===== src/rtl/minmax_reduce.sv =====
// Purpose : streaming unsigned min/max reduction, one result word per frame of WIDTH-bit beats.
// Latency : result visible the cycle after the s_last beat is accepted; one beat per cycle sustained.
// Backpr. : s_ready = !m_valid | m_ready; a held result freezes the accumulator until it is taken.
//
// Ports:
//   clk, rst_n                      rising-edge clock, asynchronous active-low reset
//   s_valid/s_ready/s_data/s_last   input beat stream; s_mode (0=min, 1=max) sampled on first beat
//   m_valid/m_ready                 result handshake
//   m_data                          frame extreme
//   m_count                         beats in frame, saturating at 2^CNTW-1
//   m_index                         0-based winner position (only when MINMAX_REDUCE_INDEX_EN is defined)
//
// Optional feature: define MINMAX_REDUCE_INDEX_EN to add the winner-index tracker and m_index port.

module minmax_reduce #(
    parameter int WIDTH = 32,
    parameter int CNTW  = 8
) (
    input  logic             clk,
    input  logic             rst_n,
    input  logic             s_valid,
    output logic             s_ready,
    input  logic [WIDTH-1:0] s_data,
    input  logic             s_last,
    input  logic             s_mode,
    output logic             m_valid,
    input  logic             m_ready,
    output logic [WIDTH-1:0] m_data,
    output logic [CNTW-1:0]  m_count
`ifdef MINMAX_REDUCE_INDEX_EN
    ,
    output logic [CNTW-1:0]  m_index
`endif
);

    typedef enum logic {
        IDLE  = 1'b0,
        ACCUM = 1'b1
    } state_t;

    localparam logic [CNTW-1:0] CNT_MAX = {CNTW{1'b1}};
    localparam logic [CNTW-1:0] CNT_ONE = CNTW'(1);

    state_t           state_q, state_d;
    logic [WIDTH-1:0] acc_q, acc_d;
    logic [CNTW-1:0]  cnt_q, cnt_d;
    logic             mode_q, mode_d;
    logic             m_valid_q, m_valid_d;
    logic [WIDTH-1:0] m_data_q, m_data_d;
    logic [CNTW-1:0]  m_count_q, m_count_d;
`ifdef MINMAX_REDUCE_INDEX_EN
    logic [CNTW-1:0]  idx_q, idx_d;
    logic [CNTW-1:0]  m_index_q, m_index_d;
`endif

    logic s_fire;
    logic beat_win;

    // Accepting a beat is only blocked by an unconsumed result.
    assign s_ready = !m_valid_q || m_ready;
    assign s_fire  = s_valid && s_ready;

    assign m_valid = m_valid_q;
    assign m_data  = m_data_q;
    assign m_count = m_count_q;
`ifdef MINMAX_REDUCE_INDEX_EN
    assign m_index = m_index_q;
`endif

    always_comb begin
        state_d   = state_q;
        acc_d     = acc_q;
        cnt_d     = cnt_q;
        mode_d    = mode_q;
        m_data_d  = m_data_q;
        m_count_d = m_count_q;
        // A consumed result drops unless a new one loads below in the same cycle.
        m_valid_d = m_valid_q && !m_ready;
        beat_win  = 1'b0;
`ifdef MINMAX_REDUCE_INDEX_EN
        idx_d     = idx_q;
        m_index_d = m_index_q;
`endif

        if (s_fire) begin
            if (state_q == IDLE) begin
                acc_d  = s_data;
                mode_d = s_mode;
                cnt_d  = CNT_ONE;
`ifdef MINMAX_REDUCE_INDEX_EN
                idx_d  = '0;
`endif
            end else begin
                // Strict comparison: a tie keeps the earlier word.
                beat_win = mode_q ? (s_data > acc_q) : (s_data < acc_q);
                if (beat_win) begin
                    acc_d = s_data;
`ifdef MINMAX_REDUCE_INDEX_EN
                    // The pre-increment count is this beat's 0-based position,
                    // already clamped at CNT_MAX once the counter saturates.
                    idx_d = cnt_q;
`endif
                end
                cnt_d = (cnt_q == CNT_MAX) ? CNT_MAX : cnt_q + CNT_ONE;
            end

            if (s_last) begin
                m_valid_d = 1'b1;
                m_data_d  = acc_d;
                m_count_d = cnt_d;
`ifdef MINMAX_REDUCE_INDEX_EN
                m_index_d = idx_d;
`endif
                state_d   = IDLE;
            end else begin
                state_d   = ACCUM;
            end
        end
    end

    always_ff @(posedge clk or negedge rst_n) begin
        if (!rst_n) begin
            state_q   <= IDLE;
            acc_q     <= '0;
            cnt_q     <= '0;
            mode_q    <= 1'b0;
            m_valid_q <= 1'b0;
            m_data_q  <= '0;
            m_count_q <= '0;
`ifdef MINMAX_REDUCE_INDEX_EN
            idx_q     <= '0;
            m_index_q <= '0;
`endif
        end else begin
            state_q   <= state_d;
            acc_q     <= acc_d;
            cnt_q     <= cnt_d;
            mode_q    <= mode_d;
            m_valid_q <= m_valid_d;
            m_data_q  <= m_data_d;
            m_count_q <= m_count_d;
`ifdef MINMAX_REDUCE_INDEX_EN
            idx_q     <= idx_d;
            m_index_q <= m_index_d;
`endif
        end
    end

endmodule


===== config.mk =====
export PLATFORM = sky130hd
export DESIGN_NAME = minmax_reduce
export DESIGN_NICKNAME = d
export VERILOG_FILES = /design/src/rtl/minmax_reduce.sv
export SDC_FILE = /design/constraint.sdc
export NUM_CORES = 1
export LEC_CHECK = 0
export BUFFER_PORTS_ARGS = -buffer_cell sky130_fd_sc_hd__buf_2
export CORE_MARGIN = 3
export CORE_UTILIZATION = 45
export DETAILED_ROUTE_END_ITERATION = 7
export PLACE_DENSITY = 0.64
export SYNTH_ARGS = -nofsm -noshare
export SYNTH_HDL_FRONTEND = slang
export SYNTH_SLANG_ARGS = --single-unit
export TNS_END_PERCENT = 20

===== constraint.sdc =====
create_clock -name clk -period 3.2 [get_ports clk]
set_input_delay 0.8 -clock clk [delete_from_list [all_inputs] [get_ports clk]]
set_output_delay 0.8 -clock clk [all_outputs]
set_load 0.005 [all_outputs]

==> flow_summary.toml <==
[run_status]
status = "complete, no violations"

[sta]
fin_crit_sh = 0.9280
fin_tns_setup_ps = 0
worstMarginPinSlew_ps = 693.7
skew_ps = 11.17
setup_viol = 0
worst_slack_ps = 230.3
relSlewSlack = 0.5375
grt_setup_unrepaired = "no"
slew_violations = 0
maxClockFrequency_mhz = 336.7
fin_crit_ps = 2970
final_hold_viol_count = 0

[critical_path]
crit_type = "in -> reg"
timing.rr.start = "acc_q[11]$_DFFE_PN0P_"
cpPeakStageDelay_ps = 340
start_kind = "input port"
critPathTopFamily = "compound AO/OA/AOI/OAI gates"
critPathArrivalTime_ps = 3220
reg2reg_to = "acc_q[11]$_DFFE_PN0P_"
cp.required_ps = 3450
path_cells = "buf_2 > ha_1 > nand4_1 > nor4_4 > o21ai_0 > o211ai_1 > a211oi_4 > o31ai_4 > buf_4 > mux2_2"
end_kind = "flip-flop"
crit_cells = 10
ff2ff_setup_slack_ps = 360
crit_buf_inv = 2
critPathMaxFanout = 9
cp-startpoint = "s_data[11]"
cp-endpoint = "acc_q[11]$_DFFE_PN0P_"
ff2ff_path_depth = 10
critPathSlowestCell = "nor4_4"

[worst_hold_path]
holdCritPathClass = "in -> async"

[clocking]
cts-root-buf = "clkbuf_8"
htreeDepth = 3
numCtsBuffers = 9
clk_path_buf_depth = 2
cts_tree = "done"
numClockSinks = 83
insertion_delay_ps = 370
clkTransAtPathRegs_ps = 90

[synth]
syn_nets = 554
yosysMostFrequentCell = "dfrtp_1"
synth.top_cells.by_count = "dfrtp_1 (83), nor2_1 (40), inv_1 (36)"
ys_seq_area_frac = 0.4400
syn-cell-area_sq_um = 4721
synth_top_area_share = 0.4400
synth.avg_cell_area_sq_um = 9.774
syn_inst = 483
yosys-top-cells-area = "dfrtp_1 (44%), ha_1 (8.7%), o2111ai_1 (5.9%)"
yosysUniqueCellTypes = 36
synth_top_cell_by_area = "dfrtp_1"
ys_warn_count = 0
synth_edf_count = 0
synthFlopType = "dfrtp_1"
async_flop_share = 1.000
ys_seq_elements = 83

[final_layout]
area_delta_synth_final_pct = 21.34
drive_gt1_frac = 0.2810
fill_cells = 911
insertedDiodeCount = 0
nets = 646

[global_routing]
grt_pass1_wl_mm = 19.67
grt_pass1_vias = 3953
grt_overflow = 0
antenna_found_initial = 0
grt_max_degree = 52
grt_usage = 0.2127

[detailed_routing]
vias = 4039
wire_per_inst_microns = 16.57
drc = 0
drt_wl_total_mm = 11.82
drt_iter0_markers = 207
ant_nets = 0
viasPerCell = 5.665
drt_pass1_iterations = 5

[floorplanning]
die_area_sq_um = 11760
start_util = 0.4721
die_h_microns = 108.4
die_x_microns = 108.4
io_pins = 80
rows = 36
core_sq_um = 10000

[pwr]
peakVddDrop_mv = 0.3543
power_density_nw_per_um2 = 843.8
p_leak_nw = 2.677

[placement]
post-place-ws_ps = -189.9
io_buffers = 79
finalWeightedCongestion = 0.7765
place_hpwl_mm = 8.211

[job]
cap_viol_max_count = 0
## power by group
group          switching, mW  total [mW]  leakage [nW]  internal [mW]
Combinational           1.18        2.17          1.57          0.989
Clock                  0.396       0.937         0.126          0.541
Sequential             0.269        1.72         0.976           1.45
## worst min path at each step
stage,startpoint,endpoint,slack (ps)
CTS,rst_n,m_data[10]$_DFFE_PN0P_,480
global placement,m_count[4]$_DFFE_PN0P_,m_count[4]$_DFFE_PN0P_,460
global route,m_count[4]$_DFFE_PN0P_,m_count[4]$_DFFE_PN0P_,510
finish,rst_n,m_data[10]$_DFFE_PN0P_,460
detailed placement,m_count[0]$_DFFE_PN0P_,m_count[0]$_DFFE_PN0P_,470
floorplan,cnt_q[1]$_DFFE_PN0P_,cnt_q[1]$_DFFE_PN0P_,470
## metal layers
layer  wire (microns)  track usage  vias to the layer above
met2             5682       0.3477                      107
li1                 -            -                     1988
met3              686      0.03403                        9
met5                0            0                        -
met4              116      0.06583                        0
met1             5331       0.2902                     1935
## through the flow
| step | util | total power, mW | cell area [sq um] | hold WS [ps] | instances |
|---|---|---|---|---|---|
| 3_5_place_dp | 0.5465 | 3.910 | 5465 | 468.4 | 697 |
| 3_3_place_gp | 0.5465 | 3.832 | 5465 | 458.5 | 697 |
| 4_1_cts | 0.5716 | 4.864 | 5715 | 484.1 | 713 |
| 6_report | 0.5728 | 4.833 | 5728 | 459.5 | 713 |
| 5_1_grt | 0.5728 | 5.239 | 5728 | 513.4 | 713 |
| 2_1_floorplan | - | 3.071 | 4721 | 467.7 | 483 |
## cells by family (layout without fill, tap and decap cells)
family | after synthesis | after routing | synth area share
AOI/OAI and AO/OA | 156 | 156 | 0.2279
xor gates and xnor gates | 3 | 3 | 0.005567
adders and majority gates | 33 | 33 | 0.08746
buffers and inverters | 73 | 170 | 0.06308
DFF | 83 | 83 | 0.4400
muxes | 33 | 33 | 0.07872
and+or+nand+nor | 102 | 102 | 0.09727
## state kept, by name, indices dropped and copies added (netlist names)
| register | flops |
|---|---|
| state_q | 1 |
| cnt_q | 8 |
| m_data | 32 |
| mode_q | 1 |
| acc_q | 32 |
| m_valid | 1 |
| m_count | 8 |
## cells in the final DEF, fill, tap and decap left out, drive strengths merged
cell | synthesis | layout
and2 | 2 | 2
a211oi | 1 | 1
and3 | 4 | 4
and4 | 1 | 1
clkbuf | 32 | 10
a31o | 1 | 1
nand3 | 6 | 6
a31oi | 32 | 32
o211ai | 1 | 1
bufinv | 0 | 3
a22oi | 1 | 1
and4b | 1 | 1
inv | 36 | 36
nor2 | 40 | 40
a21o | 2 | 2
clkinv | 0 | 3
mux2 | 33 | 33
nand2 | 35 | 35
dfrtp | 83 | 83
xnor2 | 1 | 1
xor2 | 2 | 2
o31ai | 35 | 35
nor3 | 2 | 2
a21oi | 24 | 24
nand2b | 2 | 2
nor4 | 3 | 3
a211o | 2 | 2
nand4 | 6 | 6
buf | 5 | 118
o21ai | 24 | 24
o2111ai | 32 | 32
ha | 33 | 33
a221o | 1 | 1
## repair_timing
action / in CTS / in global routing
setup buffers: 0 / 0
resized for setup: 0 / 2
hold buffers: 0 / 0
setup endpoints to repair: 0 / 34
## final cells by class
type / count / area, sq um / area share
clock buffer: 10 / 137.6 / 0.02403
clock inverter: 6 / 112.6 / 0.01966
inverter: 36 / 135.1 / 0.02359
multi-input combinational: 327 / 2367 / 0.4133
sequential: 83 / 2077 / 0.3626
tap: 133 / 166.4 / 0.02905
timing repair buffer: 118 / 732.0 / 0.1278
(Power assumes the default switching activity.)
